`src/rtl/instruction_fetch.sv`:
```
// Fetch stage: issues PC-driven instruction memory reads, buffers returned words in a small FIFO
// and steers the PC step. Optional FETCH_BYPASS_EN forwards an ack straight to an empty, ready decoder.
module instruction_fetch #(
    parameter int ADDR_W = 12,
    parameter int DATA_W = 16,
    parameter int DEPTH  = 4
) (
    input  logic              clk,
    input  logic              reset,
    input  logic [ADDR_W-1:0] pc,
    output logic [ADDR_W-1:0] pc_step,
    output logic              mem_req,
    output logic [ADDR_W-1:0] mem_addr,
    input  logic              mem_ack,
    input  logic [DATA_W-1:0] mem_rdata,
    input  logic              redirect,
    input  logic [ADDR_W-1:0] redirect_offset,
    output logic              instr_valid,
    input  logic              instr_ready,
    output logic [DATA_W-1:0] instr_data,
    output logic [ADDR_W-1:0] instr_addr
);

    localparam int PTR_W = $clog2(DEPTH);
    localparam int CNT_W = PTR_W + 1;

    typedef enum logic [1:0] {
        S_IDLE,
        S_REQ,
        S_DISCARD
    } state_t;

    state_t            r_state;
    state_t            w_state_next;
    logic [ADDR_W-1:0] r_mem_addr;
    logic [ADDR_W-1:0] w_mem_addr_next;

    logic [DATA_W-1:0] r_fifo_data [DEPTH];
    logic [ADDR_W-1:0] r_fifo_addr [DEPTH];
    logic [PTR_W-1:0]  r_wr_ptr;
    logic [PTR_W-1:0]  r_rd_ptr;
    logic [CNT_W-1:0]  r_count;
    logic [CNT_W-1:0]  w_count_next;

    logic w_fifo_empty;
    logic w_fifo_full;
    logic w_fetch_done;
    logic w_bypass;
    logic w_push;
    logic w_pop;

    assign w_fifo_empty = (r_count == '0);
    assign w_fifo_full  = (r_count == CNT_W'(DEPTH));
    assign w_fetch_done = (r_state == S_REQ) && mem_ack && !redirect;

`ifdef FETCH_BYPASS_EN
    // An empty FIFO with a ready decoder lets the returning word skip storage entirely.
    assign w_bypass = w_fetch_done && w_fifo_empty && instr_ready;
`else
    assign w_bypass = 1'b0;
`endif

    assign w_push = w_fetch_done && !w_bypass;
    assign w_pop  = !w_fifo_empty && instr_ready;

    assign mem_req     = (r_state != S_IDLE);
    assign mem_addr    = r_mem_addr;
    assign instr_valid = !w_fifo_empty || w_bypass;

    always_comb begin
        instr_data = '0;
        instr_addr = '0;
        if (w_bypass) begin
            instr_data = mem_rdata;
            instr_addr = r_mem_addr;
        end else if (!w_fifo_empty) begin
            instr_data = r_fifo_data[r_rd_ptr];
            instr_addr = r_fifo_addr[r_rd_ptr];
        end
    end

    always_comb begin
        pc_step = '0;
        if (redirect) begin
            pc_step = redirect_offset;
        end else if (w_fetch_done) begin
            pc_step = ADDR_W'(1);
        end
    end

    always_comb begin
        w_count_next = r_count;
        if (w_push && !w_pop) begin
            w_count_next = r_count + CNT_W'(1);
        end else if (!w_push && w_pop) begin
            w_count_next = r_count - CNT_W'(1);
        end
    end

    always_comb begin
        w_state_next    = r_state;
        w_mem_addr_next = r_mem_addr;
        case (r_state)
            S_IDLE: begin
                if (!redirect && !w_fifo_full) begin
                    w_state_next    = S_REQ;
                    w_mem_addr_next = pc;
                end
            end
            S_REQ: begin
                if (redirect) begin
                    // An ack in the redirect cycle is simply dropped; otherwise wait it out.
                    w_state_next = mem_ack ? S_IDLE : S_DISCARD;
                end else if (mem_ack) begin
                    if (w_count_next != CNT_W'(DEPTH)) begin
                        w_mem_addr_next = r_mem_addr + ADDR_W'(1);
                    end else begin
                        w_state_next = S_IDLE;
                    end
                end
            end
            S_DISCARD: begin
                if (mem_ack) begin
                    w_state_next = S_IDLE;
                end
            end
            default: begin
                w_state_next = S_IDLE;
            end
        endcase
    end

    always_ff @(posedge clk or negedge reset) begin
        if (!reset) begin
            r_state    <= S_IDLE;
            r_mem_addr <= '0;
            r_wr_ptr   <= '0;
            r_rd_ptr   <= '0;
            r_count    <= '0;
        end else begin
            r_state    <= w_state_next;
            r_mem_addr <= w_mem_addr_next;
            if (redirect) begin
                r_wr_ptr <= '0;
                r_rd_ptr <= '0;
                r_count  <= '0;
            end else begin
                if (w_push) begin
                    r_wr_ptr <= r_wr_ptr + PTR_W'(1);
                end
                if (w_pop) begin
                    r_rd_ptr <= r_rd_ptr + PTR_W'(1);
                end
                r_count <= w_count_next;
            end
        end
    end

    always_ff @(posedge clk) begin
        if (w_push) begin
            r_fifo_data[r_wr_ptr] <= mem_rdata;
            r_fifo_addr[r_wr_ptr] <= r_mem_addr;
        end
    end

endmodule

```
`config.mk`:
```
export PLATFORM = sky130hd
export DESIGN_NAME = instruction_fetch
export DESIGN_NICKNAME = d
export VERILOG_FILES = /design/src/rtl/instruction_fetch.sv
export SDC_FILE = /design/constraint.sdc
export NUM_CORES = 1
export LEC_CHECK = 0
export CORE_UTILIZATION = 49
export DETAILED_ROUTE_END_ITERATION = 8
export GPL_ROUTABILITY_DRIVEN = 0
export HOLD_SLACK_MARGIN = 0.15
export PLACE_DENSITY = 0.72
export SLEW_MARGIN = 20
export SYNTH_ARGS = -nofsm -noshare
export SYNTH_HDL_FRONTEND = slang
export SYNTH_SLANG_ARGS = --single-unit
```
`constraint.sdc`:
```
create_clock -name clk -period 7.35 [get_ports clk]
set_clock_uncertainty 0.2 [all_clocks]
set_input_delay 2.205 -clock clk [delete_from_list [all_inputs] [get_ports clk]]
set_output_delay 2.205 -clock clk [all_outputs]
set_load 0.03 [all_outputs]
```
==> results.toml <==
[status]
outcome = "finished clean"

[sta]
worstMarginPinSlew_ns = 0.892
setup-tns-final_ns = 0
post-route-period-util_pct = 86.7
final-setup-viol-count = 0
grt_setup_unrepaired = "no"
finalCriticalPeriod_ns = 6.37
finalHoldViolations = 0
slew_viol_final = 0
maxClockFrequency_mhz = 157
slew-limit-headroom_pct = 40.3

[cells_and_area]
filler_cell_count = 817
antenna-diode-count = 0
layout-area-overhead-vs-synth_pct = 29.5
final_cell_mix = "sky130_fd_sc_hd__edfxtp_1, sky130_fd_sc_hd__clkdlybuf4s50_1, sky130_fd_sc_hd__and2_1, sky130_fd_sc_hd__mux4_2"
finalNetCount = 513
multiInputGateArea_mm2 = 0.00175
post-route-cell-area_mm2 = 0.00745
layout.cells.most_common = "sky130_fd_sc_hd__edfxtp_1"
drive_gt1_share_pct = 16.9
layout.area.seq_mm2 = 0.00389

[route]
drt_pass1_iterations = 5
first_iter_violations = 179
post_drt_wl_per_cell_um = 18.7
vias = 3442
drt_drc_violations_left = 0
route.antenna.remaining_nets = 0
finalWirelength_um = 11500
average_vias_per_placed_instance = 5.59

[global_routing]
grtUsageTotal_pct = 20.4
number_of_antenna_violations_at_the_first_check_in_global_routing = 0
gr-total-overflow = 0
grt_pass1_vias = 3517
grt_first_pass_wirelength_um = 17800
grt_max_degree = 34

[worst_setup_path]
start_kind = "input port"
crit_path_max_fanout = 14
cp.arrival_ns = 3.97
worst-r2r-cell-count = 8
critical_path.reg2reg.startpoint = "r_count[0]"
worst-setup-path-type = "in2out"
worst-r2r-setup-slack_ns = 4.14
crit_path_required_time_ns = 4.95
setup.worst_path.end_class = "primary output"
worst_r2r_endpoint = "mem_addr[0]"

[logic_synthesis]
netlist_instances = 354
syn-mean-instance-area_um2 = 16.3
ys.warnings.count = 0
synth_top_family_by_area = "multiplexers"
yosysSeqAreaShare_pct = 67.6
post_synth_and_or_nand_nor_area_fraction_pct = 9.98
synth.distinct_cells = 48
yosys-mux-area-fraction_pct = 11.3
post_synth_main_area_contributors = "sky130_fd_sc_hd__edfxtp_1, sky130_fd_sc_hd__mux4_2, sky130_fd_sc_hd__dfrtp_1"
synth_compound_area_share_pct = 6.83
postSynthRegisterBits = 133
syn_area_mm2 = 0.00575
synth_largest_type_area_fraction_pct = 58.4
async_flop_share_pct = 15.8
synthDominantAreaCellType = "sky130_fd_sc_hd__edfxtp_1"
number_of_flops_mapped_to_enable_cells_by_yosys = 112
synth-adder-area-share_pct = 1.74
synth_xor_xnor_area_share_pct = 0.609
synth_ff_type = "sky130_fd_sc_hd__edfxtp_1"
postSynthNetCount = 407

[clock_network]
reg_clk_slew_reported_paths_ns = 0.06
cts.sink_count = 133
insertion_delay_ns = 0.41
cts.repair.resized = 0
holdBufCountCts = 0
numCtsBuffers = 17
post-cts-setup-buffer-count = 0
cts_root_buffer_type = "sky130_fd_sc_hd__clkbuf_16"
clock_tree.buffer_depth = 2
clock_tree.htree_level_count = 4
cts_tree = "built"

[power]
total_power_w = 0.00280
worst_ir_drop_vdd_mv = 0.229
power_per_cell_area_mw_per_mm2 = 376
p_leak_nw = 2.55

[hold_path]
min_delay_worst_endpoint = "r_rd_ptr[1]"
worstHoldStart = "r_rd_ptr[1]"
timing.hold.worst.class = "reg2reg"
worst_hold_path.num_cells = 2

[place]
count_of_buffers_inserted_at_the_top_level_ports = 98
placedInstanceArea_mm2 = 0.00689
hpwl_after_detailed_placement_um = 6710

[run]
timing.max_cap.violations = 0

[floorplanning]
fp.coreArea_mm2 = 0.0114
chipWidth_um = 110
dieArea_mm2 = 0.0122
num_io_pins = 99
fp-row-count = 39
starting_density_of_the_core_pct = 50.4
die_h_um = 110
==> power by group <==
| group | internal [W] | total (W) | switching, W |
|---|---|---|---|
| clock network | 0.000446 | 0.000792 | 0.000346 |
| registers | 0.000918 | 0.00106 | 0.000138 |
| logic | 0.000441 | 0.000952 | 0.000511 |
==> layer usage <==
layer  track usage, %  wire [um]  up-vias
li1                 -          -     1588
met5                0          0        -
met1             24.6       4720     1710
met4             8.55        206        0
met2             35.4       6010      126
met3             4.35        592       18
==> sequential cells by signal, indices dropped and copies added, names as in the netlist <==
register and flops:
r_count 3, r_wr_ptr 2, r_rd_ptr 2, r_state 2, r_fifo_addr 48, r_fifo_data 64
mem_addr 12
==> cell type report <==
class                   count  share of cell area [%]
repair buffers            105                    13.8
well taps                 143                    2.40
clock buffers              17                    5.71
multi-input cells         195                    23.5
inverters                   8                   0.403
flip-flops and latches    133                    52.3
clock inverters            15                    1.90
==> synthesized netlist by cell type, types with 2 or more instances <==
| cell type | n |
|---|---|
| sky130_fd_sc_hd__nand2b_1 | 4 |
| sky130_fd_sc_hd__o22ai_1 | 2 |
| sky130_fd_sc_hd__inv_1 | 7 |
| sky130_fd_sc_hd__dfrtp_1 | 21 |
| sky130_fd_sc_hd__nor3_1 | 6 |
| sky130_fd_sc_hd__buf_2 | 6 |
| sky130_fd_sc_hd__a31oi_1 | 3 |
| sky130_fd_sc_hd__clkbuf_1 | 10 |
| sky130_fd_sc_hd__and3_1 | 3 |
| sky130_fd_sc_hd__edfxtp_1 | 112 |
| sky130_fd_sc_hd__mux2i_1 | 2 |
| sky130_fd_sc_hd__nor2_1 | 20 |
| sky130_fd_sc_hd__a41oi_1 | 2 |
| sky130_fd_sc_hd__a21oi_1 | 11 |
| sky130_fd_sc_hd__a22oi_1 | 2 |
| sky130_fd_sc_hd__nand3_1 | 7 |
| sky130_fd_sc_hd__mux4_2 | 28 |
| sky130_fd_sc_hd__nand2_1 | 6 |
| sky130_fd_sc_hd__o31ai_1 | 4 |
| sky130_fd_sc_hd__nor2b_1 | 3 |
| sky130_fd_sc_hd__a21o_1 | 3 |
| sky130_fd_sc_hd__and2_1 | 44 |
| sky130_fd_sc_hd__a211oi_2 | 2 |
| sky130_fd_sc_hd__o21ai_0 | 9 |
| sky130_fd_sc_hd__a32oi_1 | 2 |
| sky130_fd_sc_hd__o22a_1 | 4 |
| sky130_fd_sc_hd__xor2_1 | 3 |
| sky130_fd_sc_hd__ha_1 | 8 |
==> logic make-up after synthesis <==
| family | count (synthesis) |
|---|---|
| DFF | 133 |
| buffers and inverters | 26 |
| AOI/OAI and AO/OA | 53 |
| muxes | 30 |
| adders and majority gates | 8 |
| xor gates and xnor gates | 4 |
| and+or+nand+nor | 100 |
==> worst max path at each step <==
stage,to,start,cells after the start
floorplan,pc_step[0],redirect,3
global placement,pc_step[0],mem_ack,4
detailed placement,pc_step[0],mem_ack,4
CTS,pc_step[0],mem_ack,4
global route,pc_step[0],mem_ack,4
finish,pc_step[0],mem_ack,4
==> per-stage QoR <==
step / util [%] / setup slack, ns / hold WS [ns] / std cells
2_1_floorplan: - / 1.91 / 0.335 / 354
3_3_place_gp: 60.3 / 0.989 / 0.321 / 584
3_5_place_dp: 60.3 / 0.962 / 0.325 / 584
4_1_cts: 65.3 / 0.964 / 0.367 / 616
5_1_grt: 65.2 / 0.907 / 0.402 / 616
6_report: 65.2 / 0.977 / 0.356 / 616
==> worst max-delay path, stage by stage <==
cell and delay (ns):
sky130_fd_sc_hd__clkdlybuf4s50_1 0.54, sky130_fd_sc_hd__and4bb_2 0.44, sky130_fd_sc_hd__a21o_1 0.12, sky130_fd_sc_hd__clkdlybuf4s50_1 0.66
(Power assumes the default switching activity.)
